==> config.mk <==
export PLATFORM = sky130hd
export DESIGN_NAME = alu_arbiter_flat
export DESIGN_NICKNAME = d
export VERILOG_FILES = /design/src/rtl/alu_arbiter_if.sv /design/src/rtl/alu_arbiter.sv /design/src/flat_wrapper.sv
export SDC_FILE = /design/constraint.sdc
export NUM_CORES = 1
export LEC_CHECK = 0
export CORE_AREA = 2 2 121 123
export CTS_BUF_LIST = sky130_fd_sc_hd__clkbuf_4 sky130_fd_sc_hd__clkbuf_8 sky130_fd_sc_hd__clkbuf_16
export DETAILED_ROUTE_END_ITERATION = 10
export DIE_AREA = 0 0 123 125
export PLACE_DENSITY = 0.67
export SETUP_SLACK_MARGIN = 0.05
export SKIP_LAST_GASP = 1
export SYNTH_ARGS = -nofsm -noshare
export SYNTH_HDL_FRONTEND = slang
export SYNTH_SLANG_ARGS = --single-unit
==> constraint.sdc <==
create_clock -name clk_i -period 3.9 [get_ports clk_i]
set_input_delay 0.39 -clock clk_i [delete_from_list [all_inputs] [get_ports clk_i]]
set_output_delay 0.39 -clock clk_i [all_outputs]
set_load 0.1 [all_outputs]
==> src/rtl/alu_arbiter_if.sv <==
// One requester channel of the shared-ALU arbiter: request handshake plus
// the held response slot returned to that requester.
interface alu_arbiter_if #(
    parameter int unsigned RISCV_WORD_WIDTH = 32,
    parameter int unsigned ALU_OP_WIDTH     = 4
);
    logic                        req_valid;
    logic                        req_ready;
    logic [ALU_OP_WIDTH-1:0]     req_op;
    logic [RISCV_WORD_WIDTH-1:0] req_a;
    logic [RISCV_WORD_WIDTH-1:0] req_b;
    logic                        rsp_valid;
    logic                        rsp_ready;
    logic [RISCV_WORD_WIDTH-1:0] rsp_result;

    modport master (
        output req_valid, req_op, req_a, req_b, rsp_ready,
        input  req_ready, rsp_valid, rsp_result
    );

    modport slave (
        input  req_valid, req_op, req_a, req_b, rsp_ready,
        output req_ready, rsp_valid, rsp_result
    );
endinterface

==> src/rtl/alu_arbiter.sv <==
// Round-robin arbiter sharing one combinational ALU between two requesters,
// each with a single registered response slot.
module alu_arbiter #(
    parameter int unsigned             RISCV_WORD_WIDTH = 32,
    parameter int unsigned             ALU_OP_WIDTH     = 4,
    parameter logic [ALU_OP_WIDTH-1:0] ALU_PASS         = '0
) (
    input  logic                        clk_i,
    input  logic                        rst_i,
    alu_arbiter_if.slave                req0_bus,
    alu_arbiter_if.slave                req1_bus,
    output logic [ALU_OP_WIDTH-1:0]     alu_op_o,
    output logic [RISCV_WORD_WIDTH-1:0] alu_operand_a_o,
    output logic [RISCV_WORD_WIDTH-1:0] alu_operand_b_o,
    input  logic [RISCV_WORD_WIDTH-1:0] alu_result_i
);

    logic                        r_ptr;
    logic [1:0]                  r_rsp_valid;
    logic [RISCV_WORD_WIDTH-1:0] r_rsp_result0;
    logic [RISCV_WORD_WIDTH-1:0] r_rsp_result1;

    logic [1:0] w_req_valid;
    logic [1:0] w_rsp_ready;
    logic [1:0] w_elig;
    logic [1:0] w_gnt;

    assign w_req_valid = {req1_bus.req_valid, req0_bus.req_valid};
    assign w_rsp_ready = {req1_bus.rsp_ready, req0_bus.rsp_ready};

    // A slot that drains this cycle can take a new result at the same edge.
    always_comb begin
        w_elig = w_req_valid & (~r_rsp_valid | w_rsp_ready);
        w_gnt  = 2'b00;
        if (!rst_i) begin
            if (&w_elig) begin
                w_gnt[r_ptr] = 1'b1;
            end else begin
                w_gnt = w_elig;
            end
        end
    end

    always_comb begin
        alu_op_o        = ALU_PASS;
        alu_operand_a_o = '0;
        alu_operand_b_o = '0;
        if (w_gnt[0]) begin
            alu_op_o        = req0_bus.req_op;
            alu_operand_a_o = req0_bus.req_a;
            alu_operand_b_o = req0_bus.req_b;
        end else if (w_gnt[1]) begin
            alu_op_o        = req1_bus.req_op;
            alu_operand_a_o = req1_bus.req_a;
            alu_operand_b_o = req1_bus.req_b;
        end
    end

    // Pointer points away from the port just served; grant beats drain.
    always_ff @(posedge clk_i) begin
        if (rst_i) begin
            r_ptr         <= 1'b0;
            r_rsp_valid   <= 2'b00;
            r_rsp_result0 <= '0;
            r_rsp_result1 <= '0;
        end else begin
            if (|w_gnt) begin
                r_ptr <= w_gnt[0];
            end
            if (w_gnt[0]) begin
                r_rsp_valid[0] <= 1'b1;
                r_rsp_result0  <= alu_result_i;
            end else if (w_rsp_ready[0]) begin
                r_rsp_valid[0] <= 1'b0;
            end
            if (w_gnt[1]) begin
                r_rsp_valid[1] <= 1'b1;
                r_rsp_result1  <= alu_result_i;
            end else if (w_rsp_ready[1]) begin
                r_rsp_valid[1] <= 1'b0;
            end
        end
    end

    assign req0_bus.req_ready  = w_gnt[0];
    assign req1_bus.req_ready  = w_gnt[1];
    assign req0_bus.rsp_valid  = r_rsp_valid[0];
    assign req1_bus.rsp_valid  = r_rsp_valid[1];
    assign req0_bus.rsp_result = r_rsp_result0;
    assign req1_bus.rsp_result = r_rsp_result1;

endmodule

==> src/flat_wrapper.sv <==
// flat-port wrapper written by rule: the top's interface ports become plain ports
module alu_arbiter_flat 
#(
    parameter int unsigned             RISCV_WORD_WIDTH = 32,
    parameter int unsigned             ALU_OP_WIDTH     = 4,
    parameter logic [ALU_OP_WIDTH-1:0] ALU_PASS         = '0
)
  (clk_i, rst_i, alu_op_o, alu_operand_a_o, alu_operand_b_o, alu_result_i, req0_bus_req_valid, req0_bus_req_op, req0_bus_req_a, req0_bus_req_b, req0_bus_rsp_ready, req0_bus_req_ready, req0_bus_rsp_valid, req0_bus_rsp_result, req1_bus_req_valid, req1_bus_req_op, req1_bus_req_a, req1_bus_req_b, req1_bus_rsp_ready, req1_bus_req_ready, req1_bus_rsp_valid, req1_bus_rsp_result);
  alu_arbiter_if #(.RISCV_WORD_WIDTH(RISCV_WORD_WIDTH), .ALU_OP_WIDTH(ALU_OP_WIDTH)) req0_bus_i ();
  alu_arbiter_if #(.RISCV_WORD_WIDTH(RISCV_WORD_WIDTH), .ALU_OP_WIDTH(ALU_OP_WIDTH)) req1_bus_i ();
  input  logic clk_i;
  input  logic rst_i;
  output logic [ALU_OP_WIDTH-1:0] alu_op_o;
  output logic [RISCV_WORD_WIDTH-1:0] alu_operand_a_o;
  output logic [RISCV_WORD_WIDTH-1:0] alu_operand_b_o;
  input  logic [RISCV_WORD_WIDTH-1:0] alu_result_i;
  input wire logic [$bits(req0_bus_i.req_valid)-1:0] req0_bus_req_valid;
  input wire logic [$bits(req0_bus_i.req_op)-1:0] req0_bus_req_op;
  input wire logic [$bits(req0_bus_i.req_a)-1:0] req0_bus_req_a;
  input wire logic [$bits(req0_bus_i.req_b)-1:0] req0_bus_req_b;
  input wire logic [$bits(req0_bus_i.rsp_ready)-1:0] req0_bus_rsp_ready;
  output wire logic [$bits(req0_bus_i.req_ready)-1:0] req0_bus_req_ready;
  output wire logic [$bits(req0_bus_i.rsp_valid)-1:0] req0_bus_rsp_valid;
  output wire logic [$bits(req0_bus_i.rsp_result)-1:0] req0_bus_rsp_result;
  input wire logic [$bits(req1_bus_i.req_valid)-1:0] req1_bus_req_valid;
  input wire logic [$bits(req1_bus_i.req_op)-1:0] req1_bus_req_op;
  input wire logic [$bits(req1_bus_i.req_a)-1:0] req1_bus_req_a;
  input wire logic [$bits(req1_bus_i.req_b)-1:0] req1_bus_req_b;
  input wire logic [$bits(req1_bus_i.rsp_ready)-1:0] req1_bus_rsp_ready;
  output wire logic [$bits(req1_bus_i.req_ready)-1:0] req1_bus_req_ready;
  output wire logic [$bits(req1_bus_i.rsp_valid)-1:0] req1_bus_rsp_valid;
  output wire logic [$bits(req1_bus_i.rsp_result)-1:0] req1_bus_rsp_result;
  assign req0_bus_i.req_valid = req0_bus_req_valid;
  assign req0_bus_i.req_op = req0_bus_req_op;
  assign req0_bus_i.req_a = req0_bus_req_a;
  assign req0_bus_i.req_b = req0_bus_req_b;
  assign req0_bus_i.rsp_ready = req0_bus_rsp_ready;
  assign req0_bus_req_ready = req0_bus_i.req_ready;
  assign req0_bus_rsp_valid = req0_bus_i.rsp_valid;
  assign req0_bus_rsp_result = req0_bus_i.rsp_result;
  assign req1_bus_i.req_valid = req1_bus_req_valid;
  assign req1_bus_i.req_op = req1_bus_req_op;
  assign req1_bus_i.req_a = req1_bus_req_a;
  assign req1_bus_i.req_b = req1_bus_req_b;
  assign req1_bus_i.rsp_ready = req1_bus_rsp_ready;
  assign req1_bus_req_ready = req1_bus_i.req_ready;
  assign req1_bus_rsp_valid = req1_bus_i.rsp_valid;
  assign req1_bus_rsp_result = req1_bus_i.rsp_result;
  alu_arbiter #(.RISCV_WORD_WIDTH(RISCV_WORD_WIDTH), .ALU_OP_WIDTH(ALU_OP_WIDTH), .ALU_PASS(ALU_PASS)) u_core (.clk_i(clk_i), .rst_i(rst_i), .req0_bus(req0_bus_i), .req1_bus(req1_bus_i), .alu_op_o(alu_op_o), .alu_operand_a_o(alu_operand_a_o), .alu_operand_b_o(alu_operand_b_o), .alu_result_i(alu_result_i));
endmodule
==> impl_metrics.json <==
{
  "timing.rr.end": "u_core.req1_bus.rsp_result[2]$_SDFFE_PP0P_",
  "worstPathCellList": "clkdlybuf4s50_1, nand2_1, o2111ai_4, buf_4, o32ai_1, buf_12",
  "vias": 4510,
  "ys_seq_area_share_pct": 34.1,
  "cp.buffers_inverters": 3,
  "worstMarginPinSlew_ns": 1.07,
  "fin_ws_ns": 1.00,
  "synth_top_cell_area_share_pct": 34.1,
  "gr-total-overflow": 0,
  "grt_util_all_layers_pct": 20.4,
  "syn_to_final_growth_pct": 108,
  "status": "finished clean",
  "crit_family": "buffers and inverters",
  "min_to": "u_core.req1_bus.rsp_result[21]$_SDFFE_PP0P_",
  "insertion_delay_ns": 0.32,
  "postRouteAntennaNets": 0,
  "holdPathStages": 2,
  "met1_usage_pct": 21.6,
  "numCtsBuffers": 9,
  "gp_congestion": 0.853,
  "comb_power_share_pct": 50.4,
  "dpl.cell_count": 949,
  "die_w_microns": 123,
  "setup-violations-final": 0,
  "min_period_over_period_pct": 74.3,
  "route.detailed.drc": 0,
  "port_buffers": 309,
  "synthMostInstantiatedCell": "inv_1",
  "period_minus_slack_ns": 2.90,
  "synth_top_family_by_area": "buffers and inverters",
  "cts_max_path_buffers": 2,
  "slew_headroom_pct": 28.5,
  "busiest_layer": "met2",
  "synth_commonest_cells": "inv_1, o32ai_1, dfxtp_1, nand2_1, nor2b_1",
  "syn_area_sq_um": 3930,
  "worstReg2RegStart": "u_core.r_rsp_valid[0]$_SDFFE_PP0P_",
  "drv_slew": 0,
  "synth_fa_ha_area_share_pct": 0,
  "async_flop_share_pct": 0,
  "switching_share_pct": 42.4,
  "cts_setup_buffers": 0,
  "synth_top_area_cell": "dfxtp_1",
  "drtIter0Drc": 155,
  "synth_ff_type": "dfxtp_1",
  "totalWireLength_microns": 16500,
  "netSwitchingPower_mw": 1.35,
  "grt_max_degree": 70,
  "nNetsFinal": 950,
  "synth_area_leaders": "dfxtp_1, o32ai_1, inv_1",
  "crit_required_ns": 3.51,
  "pre_cts_slack_ns": 1.01,
  "synth_seq_cells": 67,
  "slowest_stage": "buf_4",
  "hpwlAfterDp_microns": 12800,
  "grt_pass1_vias": 4641,
  "die_area_sq_um": 15400,
  "fmax_mhz": 345,
  "grt_use_met2_pct": 36.3,
  "intPower_mw": 1.83,
  "synthXorXnorAreaFrac_pct": 0,
  "drtPass1Iterations": 4,
  "synth_compound_area_share_pct": 16.6,
  "postCtsResizedCells": 0,
  "syn_nets": 663,
  "cts-htree-levels": 3,
  "power_density_nw_per_um2": 388,
  "num_rows": 44,
  "critical_path_class": "input pin to output port",
  "vdd_drop_max_mv": 0.327,
  "ys_types": 23,
  "netlist_instances": 489,
  "reg2reg_slack_ns": 1.88,
  "rsz0062_at_grt": "false",
  "cap_violations": 0,
  "clkPwrFrac_pct": 25.4,
  "start_util_pct": 27.7,
  "endpoint_kind": "output port",
  "hold_buffers": 0,
  "cts_root_buf": "clkbuf_16",
  "p_leak_nw": 3.61,
  "crit_arrival_ns": 2.51,
  "hp-class": "flip-flop to flip-flop",
  "nFillCells": 1229,
  "cp_max_fo": 69,
  "met3_usage_pct": 7.34,
  "grt_pass1_wl_microns": 24700,
  "pin_count": 310,
  "ys_warn_count": 0,
  "seq_power_share_pct": 24.2,
  "min_from": "u_core.req1_bus.rsp_result[21]$_SDFFE_PP0P_",
  "hold_violations": 0,
  "cts_sinks": 67,
  "fp.coreArea_sq_um": 14200,
  "muxShareOfSynthArea_pct": 17.6,
  "routedWlPerCell_microns": 17.0,
  "antenna_found_initial": 5,
  "synth_area_per_cell_sq_um": 8.03,
  "worstRegToRegCells": 3,
  "stdcell_count": 968,
  "synth_edf_count": 0,
  "critPathLaunchType": "input pin",
  "drive_gt1_share_pct": 17.6,
  "fin_skew_ns": 0.00147,
  "cts_tree": "done",
  "yosys.area_share.simple_pct": 12.3,
  "die_y_microns": 125,
  "cpPeakStageDelay_ns": 0.61,
  "clk_pin_slew_ns": 0.05,
  "avgViaCountPerCell": 4.66
}
## flip-flops by register name (all words and copies together) (netlist names)
name	flops
u_core.r_ptr	1
u_core.r_rsp_valid	2
u_core.req0_bus.rsp_result	32
u_core.req1_bus.rsp_result	32
## layout by cell type (no fill, tap or decap), drive strengths merged, types with 3 or more instances in the layout
cell type,n
dfxtp,67
inv,140
buf,76
nor2b,34
mux2i,32
mux2,32
nand2,65
diode,4
o32ai,68
o21ai,3
clkdlybuf4s50,239
clkbuf,13
## per-stage QoR
stage / utilization [%] / setup TNS [ns] / hold WS (ns) / area, sq um / total power, mW
2_1_floorplan: - / -24.01 / 0.491 / 3990 / 1.80
3_3_place_gp: 55.5 / 0 / 0.442 / 7880 / 2.37
3_5_place_dp: 55.5 / 0 / 0.449 / 7880 / 2.38
4_1_cts: 57.6 / 0 / 0.459 / 8180 / 3.21
5_1_grt: 57.7 / 0 / 0.481 / 8190 / 3.29
6_report: 57.7 / 0 / 0.457 / 8190 / 3.18
## per-layer routing
| layer | part of all wire, % | up-vias |
|---|---|---|
| li1 | - | 2164 |
| met1 | 37 | 2117 |
| met2 | 50 | 202 |
| met3 | 10 | 25 |
| met4 | 3.0 | 2 |
| met5 | 0.097 | - |
## tightest hold or removal path, stage by stage, from the launching register on
cell and delay [ns]:
dfxtp_1 0.31, nand2_1 0.05, mux2i_1 0.05
## cell families after synthesis
logic type             after synthesis
buffers and inverters              179
and+or+nand+nor                    104
AOI/OAI and AO/OA                   75
DFF                                 67
muxes                               64
## area by class of cell
cell class | instances | area [sq um] | area share, %
diodes | 4 | 10.0 | 0.122
clock buffers | 13 | 268 | 3.27
clock inverters | 2 | 35.0 | 0.428
inverters | 140 | 526 | 6.42
multi-input cells | 243 | 1920 | 23.4
flip-flops and latches | 67 | 1340 | 16.4
well taps | 184 | 230 | 2.81
repair buffers | 315 | 3860 | 47.2
## power groups by stage
stage                     sequential (mW)  combinational (mW)  clock [mW]
after floorplan                      1.16               0.643           0
after global placement              0.777                1.59           0
after detailed placement            0.779                1.60           0
after CTS                           0.767                1.61       0.829
after global routing                0.772                1.65       0.860
final                               0.767                1.60       0.807
## worst max path at each step
stage          cells past startpoint  slack [ns]             endpoint                                from
6_report                           6        1.00          alu_op_o[1]                  req1_bus_req_valid
5_1_grt                            6        0.90  alu_operand_b_o[19]                  req1_bus_rsp_ready
4_1_cts                            6        1.01   alu_operand_b_o[1]                  req1_bus_req_valid
3_5_place_dp                       6        1.01          alu_op_o[1]                  req1_bus_req_valid
3_3_place_gp                       6        1.08          alu_op_o[3]                  req1_bus_req_valid
2_1_floorplan                      4       -0.40          alu_op_o[0]  u_core.r_rsp_valid[0]$_SDFFE_PP0P_
(Power assumes the default switching activity.)
